<file path="src/rtl/approx_mul_pipe.sv">
// approx_mul_pipe: two-stage pipelined W x W unsigned multiplier built from
// four H x H quadrant products (H = W/2). Each quadrant can be made
// approximate per beat, which clears the low TRUNC bits of that product.
// Compile-time option: APPROX_MUL_STATS_EN adds an exact shadow product and
// error/operation statistics counters. When it is not defined, err_sum and
// op_cnt are tied to zero and stat_clr is ignored.
//
// Ports:
//   clk        - clock, rising edge
//   rst_n      - asynchronous active-low reset
//   in_valid   - operand beat offered
//   in_ready   - beat accepted this cycle (combinational)
//   a, b       - W-bit unsigned operands
//   mode       - per-quadrant approximate enable {HH, HL, LH, LL}
//   out_valid  - product beat offered
//   out_ready  - downstream accepts the beat
//   prod       - 2W-bit product
//   stat_clr   - synchronous clear of statistics counters
//   err_sum    - saturating sum of (exact - prod) over delivered beats
//   op_cnt     - saturating count of delivered beats
module approx_mul_pipe #(
    parameter int W     = 8,
    parameter int TRUNC = 2
) (
    input  logic           clk,
    input  logic           rst_n,
    input  logic           in_valid,
    output logic           in_ready,
    input  logic [W-1:0]   a,
    input  logic [W-1:0]   b,
    input  logic [3:0]     mode,
    output logic           out_valid,
    input  logic           out_ready,
    output logic [2*W-1:0] prod,
    input  logic           stat_clr,
    output logic [31:0]    err_sum,
    output logic [31:0]    op_cnt
);

    localparam int H = W / 2;
    localparam logic [W-1:0] TMASK = ~((W'(1) << TRUNC) - W'(1));

    function automatic logic [W-1:0] quad(input logic [H-1:0] x,
                                          input logic [H-1:0] y,
                                          input logic         approx);
        logic [W-1:0] p;
        p = W'(x) * W'(y);
        if (approx) p = p & TMASK;
        return p;
    endfunction

    logic           advance;
    logic           s1_valid;
    logic [W-1:0]   q_ll, q_lh, q_hl, q_hh;
    logic [2*W-1:0] prod_next;

    // Whole pipeline stalls as a unit whenever the output beat is blocked.
    assign advance  = !out_valid || out_ready;
    assign in_ready = advance;

    // Stage 1: quadrant products, mode is consumed here and never again.
    always_ff @(posedge clk or negedge rst_n) begin
        if (!rst_n) begin
            s1_valid <= 1'b0;
            q_ll     <= '0;
            q_lh     <= '0;
            q_hl     <= '0;
            q_hh     <= '0;
        end else if (advance) begin
            s1_valid <= in_valid;
            if (in_valid) begin
                q_ll <= quad(a[H-1:0], b[H-1:0], mode[0]);
                q_lh <= quad(a[H-1:0], b[W-1:H], mode[1]);
                q_hl <= quad(a[W-1:H], b[H-1:0], mode[2]);
                q_hh <= quad(a[W-1:H], b[W-1:H], mode[3]);
            end
        end
    end

    always_comb begin
        prod_next = ((2*W)'(q_hh) << W)
                  + (((2*W)'(q_lh) + (2*W)'(q_hl)) << H)
                  + (2*W)'(q_ll);
    end

    // Stage 2: summed product; prod holds across bubbles.
    always_ff @(posedge clk or negedge rst_n) begin
        if (!rst_n) begin
            out_valid <= 1'b0;
            prod      <= '0;
        end else if (advance) begin
            out_valid <= s1_valid;
            if (s1_valid) prod <= prod_next;
        end
    end

`ifdef APPROX_MUL_STATS_EN
    localparam int EW = (2 * W > 32) ? 2 * W : 32;

    logic [2*W-1:0] s1_exact, s2_exact;
    logic [EW:0]    err_ext, err_base, err_acc;
    logic [31:0]    err_next, cnt_base, cnt_next;
    logic           deliver;

    assign deliver = out_valid && out_ready;

    always_ff @(posedge clk or negedge rst_n) begin
        if (!rst_n) begin
            s1_exact <= '0;
            s2_exact <= '0;
        end else if (advance) begin
            if (in_valid) s1_exact <= (2*W)'(a) * (2*W)'(b);
            if (s1_valid) s2_exact <= s1_exact;
        end
    end

    // A clear coinciding with a delivery restarts the counters from that beat.
    always_comb begin
        err_ext  = (EW+1)'(s2_exact - prod);
        err_base = stat_clr ? '0 : (EW+1)'(err_sum);
        err_acc  = err_base + err_ext;
        err_next = (err_acc > (EW+1)'(33'h0_FFFF_FFFF)) ? '1 : err_acc[31:0];
        cnt_base = stat_clr ? '0 : op_cnt;
        cnt_next = (cnt_base == '1) ? '1 : cnt_base + 32'd1;
    end

    always_ff @(posedge clk or negedge rst_n) begin
        if (!rst_n) begin
            err_sum <= '0;
            op_cnt  <= '0;
        end else if (deliver) begin
            err_sum <= err_next;
            op_cnt  <= cnt_next;
        end else if (stat_clr) begin
            err_sum <= '0;
            op_cnt  <= '0;
        end
    end
`else
    logic unused_stat_clr;
    assign unused_stat_clr = stat_clr;
    assign err_sum = '0;
    assign op_cnt  = '0;
`endif

endmodule
</file>
<file path="config.mk">
export PLATFORM = sky130hd
export DESIGN_NAME = approx_mul_pipe
export DESIGN_NICKNAME = d
export VERILOG_FILES = /design/src/rtl/approx_mul_pipe.sv
export SDC_FILE = /design/constraint.sdc
export NUM_CORES = 1
export LEC_CHECK = 0
export BUFFER_PORTS_ARGS = -buffer_cell sky130_fd_sc_hd__buf_2
export CORE_UTILIZATION = 47
export DETAILED_ROUTE_END_ITERATION = 12
export GPL_TIMING_DRIVEN = 0
export PLACE_DENSITY_LB_ADDON = 0.2
export RECOVER_POWER = 100
export SLEW_MARGIN = 5
export SYNTH_ARGS = -nofsm -noshare
export SYNTH_HDL_FRONTEND = slang
export SYNTH_SLANG_ARGS = --single-unit
</file>
<file path="constraint.sdc">
create_clock -name clk -period 6.9 [get_ports clk]
set_input_delay 0 -clock clk [delete_from_list [all_inputs] [get_ports clk]]
set_output_delay 0 -clock clk [all_outputs]
set_load 0.03 [all_outputs]
</file>
Yosys cells after proc, flatten, opt, wreduce, memory -nomap -nowiden. Cells that the tools add are included.

Add/subtract/negate cells: 3. $mul: 4. Muxes and demuxes: 4. Reductions and logical operators: 4.

Operators with widths (count): multiplier 4 x 4 -> 8 bit (4); adder 16 x 13 -> 16 bit (1); adder 16 x 8 -> 16 bit (1); adder 8 x 8 -> 9 bit (1); two-way mux 2 bit (4); AND reduction 2 bit (2); logical NOT 1 bit (1); logical OR 1 bit (1).

Register bits after elaboration: 50. Bits of input ports: 25. Output and inout port bits: 82. Word-level logic and storage cells: 22.

Logic depth before layout (Yosys ltp).
Word-level depth: 3. Mapped depth: 14. Depth with buffers taken out: 14.

Worst setup path before layout. No wires, ideal clock.

Path kind: register -> register. From: reg q_lh[0]. To: reg prod[13]. Setup time: 92 ps. Data arrival time: 2729 ps. Required time: 6808 ps. Path slack: 4079 ps. Stages on the path, launching flop included: 15. Buffers on the path: 0. Period minus slack after synthesis: 2821 ps. Cells stage by stage: dfrtp_1 > ha_1 > inv_1 > fa_1 > nor2b_1 > o21ai_1 > nand2_1 > a311oi_1 > xnor2_1 > ha_1 > nand4_1 > or4_1 > nand2_2 > nor3_1 > o31ai_2.

Cells in the longest elaborated chain, start to end: 3.

Ends and longest elaborated chain: start, declared (line 54) `logic [W-1:0] q_ll, q_lh, q_hl, q_hh;`; start signal, assigned (line 73) `q_lh <= quad(a[H-1:0], b[W-1:H], mode[1]);`; adder 8 x 8 -> 9 bit (line 82) `+ (((2*W)'(q_lh) + (2*W)'(q_hl)) << H)`; adder 16 x 13 -> 16 bit (line 82); adder 16 x 8 -> 16 bit (line 83) `+ (2*W)'(q_ll);`; end signal, assigned (line 93) `if (s1_valid) prod <= prod_next;`; end, declared (line 34) `output logic [2*W-1:0] prod,`.

No other way between the ends. A chain may end at the register's enable or synchronous reset.

Worst setup path in the final report. Ends and elaborated chain as after synthesis.

==> results_tabular.tex <==
\begin{tabular}{lr}
\hline
Metric & Value \\
\hline
\multicolumn{2}{l}{\textbf{Clock tree}} \\
Hold buffer count at cts & 5 \\
Clock latency on the worst-skew pair & 310 ps \\
CTS max path bufs & 2 \\
Post-CTS setup buffer count & 0 \\
Clock-pin slew of the registers on the worst-case setup and hold paths & 90 ps \\
Deepest level of the CTS H-tree & 2 \\
Number of sinks handled by clock tree synthesis & 50 \\
Number of buffers created by CTS & 5 \\
Number of gates resized after cts & 0 \\
Root Buffer Master & sky130\_fd\_sc\_hd\_\_clkbuf\_8 \\
TritonCTS clock tree & built \\
\multicolumn{2}{l}{\textbf{Min path}} \\
Type of the worst min-delay path & in2reg \\
Start point of the worst hold path & b[4] \\
\multicolumn{2}{l}{\textbf{Floorplanning}} \\
Initial Util & 0.4888 \\
CORE AREA & 9819 µm² \\
Area enclosed by the die boundary & 10,620 µm² \\
Std-Cell Rows & 36 \\
Chip height & 103.1 µm \\
Number of top-level design ports & 107 \\
Die Wd & 103.1 µm \\
\multicolumn{2}{l}{\textbf{Global route}} \\
Overall fraction of global-route tracks in use & 0.1933 \\
Overflow left after global routing & 0 \\
First-pass GRT wire length & 15.97 mm \\
Pin count of the biggest net entering global routing & 51 \\
Via count of the first global-routing pass & 3,417 \\
Number of antenna violations at the first check in global routing & 0 \\
\multicolumn{2}{l}{\textbf{Run status}} \\
Outcome & complete, but fails checks \\
Violated checks & max-capacitance violations, max-slew violations \\
\multicolumn{2}{l}{\textbf{Logic synthesis}} \\
Share of Yosys cell area claimed by the top area cell type & 0.2607 \\
Number of synthesis warnings & 0 \\
Count leader, synth & sky130\_fd\_sc\_hd\_\_nand2\_1 \\
Dominant register cell in the synthesized netlist & sky130\_fd\_sc\_hd\_\_dfrtp\_1 \\
Cell area after synthesis & 4800 µm² \\
Mean instance size in the synthesized netlist & 8.872 µm² \\
Register bit count reported by yosys & 50 \\
Biggest area consumer among synthesized cells & sky130\_fd\_sc\_hd\_\_dfrtp\_1 \\
Register area share after synthesis & 0.2607 \\
Instance count of the mapped netlist & 541 \\
Synth area leaders & sky130\_fd\_sc\_hd\_\_dfrtp\_1, sky130\_fd\_sc\_hd\_\_ha\_1, sky130\_fd\_sc\_hd\_\_buf\_4 \\
Number of flops mapped to enable cells by yosys & 0 \\
Leading post-synthesis cells by instance count & sky130\_fd\_sc\_hd\_\_nand2\_1, sky130\_fd\_sc\_hd\_\_ha\_1, sky130\_fd\_sc\_hd\_\_buf\_4 \\
Synth async-reset ratio & 1.000 \\
Synth unique cells & 43 \\
\multicolumn{2}{l}{\textbf{Cells and area}} \\
Count of antenna diodes in the layout & 0 \\
Post-layout utilization of the core & 0.5609 \\
Final non-filler cell area & 5508 µm² \\
Layout cell share with drive strength beyond 1 & 0.1568 \\
Number of nets in the layout & 767 \\
Area Growth Syn to Fin & 14.75\% \\
\multicolumn{2}{l}{\textbf{Power and ir drop}} \\
Leakage Power & 3.045 nW \\
Power density normalized to cell area & 249.3 nW/µm² \\
Worst IR Drop VDD & 0.1290 mV \\
Total power after layout & 1.373 mW \\
\multicolumn{2}{l}{\textbf{Timing}} \\
Slew HR & -0.7393 \\
Clock period minus worst slack & 3223 ps \\
Setup violations, final & 0 \\
Period Utilization, post-route & 0.4671 \\
Peak Freq & 310.3 MHz \\
Tightest Pin Transition & 2609 ps \\
Fin Clk Skew & 3.488 ps \\
Number of pins with negative max-slew slack in the final report & 51 \\
Setup Total Neg Slack & 0 ps \\
RSZ-0062 raised after global routing & false \\
Number of endpoints with negative hold slack in the final report & 0 \\
\multicolumn{2}{l}{\textbf{Worst setup path}} \\
Data required time at the worst endpoint & 7120 ps \\
Type of element capturing the critical path & flip-flop \\
Max FO, Critical Path & 3 \\
Crit path kind & reg2reg \\
Setup crit start kind & flip-flop \\
Worst reg2reg startpoint & q\_lh[0] \\
Launching element of the worst setup path & q\_lh[0] \\
Critical path arrival & 3440 ps \\
\multicolumn{2}{l}{\textbf{Routing}} \\
Residual antenna-violating net count after detailed routing & 0 \\
Detailed Route WL & 9.492 mm \\
Detailed-routing iteration count for the pre-antenna-repair pass & 4 \\
Violation count after the first detailed-routing iteration & 180 \\
Avg WL per Cell & 12.02 µm \\
DR DRC count & 0 \\
Via count of the routed design & 3,633 \\
Post-DR vias/cell & 4.599 \\
\multicolumn{2}{l}{\textbf{Place}} \\
Total cell area at the placement stage & 5408 µm² \\
Total half-perimeter wirelength after legalization and detailed placement & 7.792 mm \\
Count of input and output buffers & 41 \\
Placer Congestion & 0.8888 \\
\multicolumn{2}{l}{\textbf{Run}} \\
MaxCap Viol Count & 1 \\
\hline
\end{tabular}
==> where the power goes <==
| group | internal (mW) | switching [mW] | total, mW |
|---|---|---|---|
| Clock | 0.0697 | 0.0954 | 0.165 |
| Combinational | 0.292 | 0.487 | 0.779 |
| Sequential | 0.376 | 0.0530 | 0.429 |
==> flip-flops by register name, summed over array words and instances (netlist names) <==
register	flops
q_ll	8
prod	16
out_valid	1
q_hl	8
s1_valid	1
q_lh	8
q_hh	8
==> logic make-up after synthesis <==
| group | Yosys count | share of synthesized area |
|---|---|---|
| fa+ha+maj | 85 | 0.2497 |
| xor+xnor | 29 | 0.05292 |
| mux | 4 | 0.009384 |
| compound gates | 103 | 0.1309 |
| simple gates | 161 | 0.1608 |
| flops | 50 | 0.2607 |
| other cells | 1 | 0.0007813 |
| buf+inv | 108 | 0.1348 |
==> final cells by class <==
type                       count  area, µm²
clock inverter                 1      7.507
sequential                    50       1251
inverter                      34      127.6
buffer                        74      518.0
tap                          133      166.4
clock buffer                   6      72.57
fill                         994       4312
multi-input combinational    446       3136
timing repair buffer          46      229.0
==> layer usage <==
metal,track usage,wire [µm],vias to the layer above
met1,0.2527,4520,1647
met4,0.04550,97,0
met2,0.3426,4546,74
met5,0,0,-
met3,0.02102,327,6
li1,-,-,1906
==> worst max-delay path, cell delays in order, from the launching register on <==
cell and delay [ps]:
sky130_fd_sc_hd__dfrtp_1 400, sky130_fd_sc_hd__ha_1 220, sky130_fd_sc_hd__inv_1 70, sky130_fd_sc_hd__fa_1 190, sky130_fd_sc_hd__nor2b_1 50, sky130_fd_sc_hd__o21ai_0 210, sky130_fd_sc_hd__nand2_1 100, sky130_fd_sc_hd__a311oi_1 320
sky130_fd_sc_hd__xnor2_1 150, sky130_fd_sc_hd__ha_1 330, sky130_fd_sc_hd__nand4_1 130, sky130_fd_sc_hd__or4_1 530, sky130_fd_sc_hd__nand2_1 140, sky130_fd_sc_hd__nor3_1 80, sky130_fd_sc_hd__o31ai_2 220
==> placed cells by master, fill, tap and decap left out, types with 2 or more instances in the layout <==
master	netlist	routed
sky130_fd_sc_hd__nand2_1	87	88
sky130_fd_sc_hd__a21o_1	15	15
sky130_fd_sc_hd__ha_1	67	67
sky130_fd_sc_hd__and2_1	47	47
sky130_fd_sc_hd__o21ai_0	37	40
sky130_fd_sc_hd__nor2b_1	2	2
sky130_fd_sc_hd__nand4_1	3	3
sky130_fd_sc_hd__mux2_2	4	4
sky130_fd_sc_hd__nor3_1	4	4
sky130_fd_sc_hd__xnor2_1	6	6
sky130_fd_sc_hd__conb_1	1	64
sky130_fd_sc_hd__dlygate4sd3_1	0	5
sky130_fd_sc_hd__or4_1	2	2
sky130_fd_sc_hd__buf_2	1	20
sky130_fd_sc_hd__o22ai_1	2	2
sky130_fd_sc_hd__dfrtp_1	50	50
sky130_fd_sc_hd__a31o_2	4	4
sky130_fd_sc_hd__o31ai_1	6	6
sky130_fd_sc_hd__nor2_1	6	6
sky130_fd_sc_hd__xor2_1	23	23
sky130_fd_sc_hd__clkbuf_8	0	5
sky130_fd_sc_hd__inv_1	34	34
sky130_fd_sc_hd__fa_1	18	18
sky130_fd_sc_hd__buf_4	64	64
sky130_fd_sc_hd__nand2b_1	5	5
sky130_fd_sc_hd__clkbuf_1	9	32
sky130_fd_sc_hd__a21oi_1	23	23
sky130_fd_sc_hd__a31oi_1	2	2
==> metrics by stage <==
step / cells / hold slack (ps) / worst slack (ps)
2_1_floorplan: 604 / -295.6 / 4079
3_3_place_gp: 778 / 195.5 / 3793
3_5_place_dp: 778 / 199.3 / 3757
4_1_cts: 790 / 12.60 / 3708
5_1_grt: 790 / 16.95 / 3392
6_report: 790 / 11.94 / 3677
==> path summary, 6_finish.rpt <==
path,slack (ps),cells past startpoint,to
setup / recovery,3680,14,prod[13]
hold / removal,10,3,q_hh[0]
setup reg to reg,3680,14,prod[13]
hold reg to reg,480,2,prod[3]
max in group asynchronous,4380,2,q_hh[3]
min in group asynchronous,1050,2,prod[3]
No activity file was read; power rests on OpenSTA's default activity.
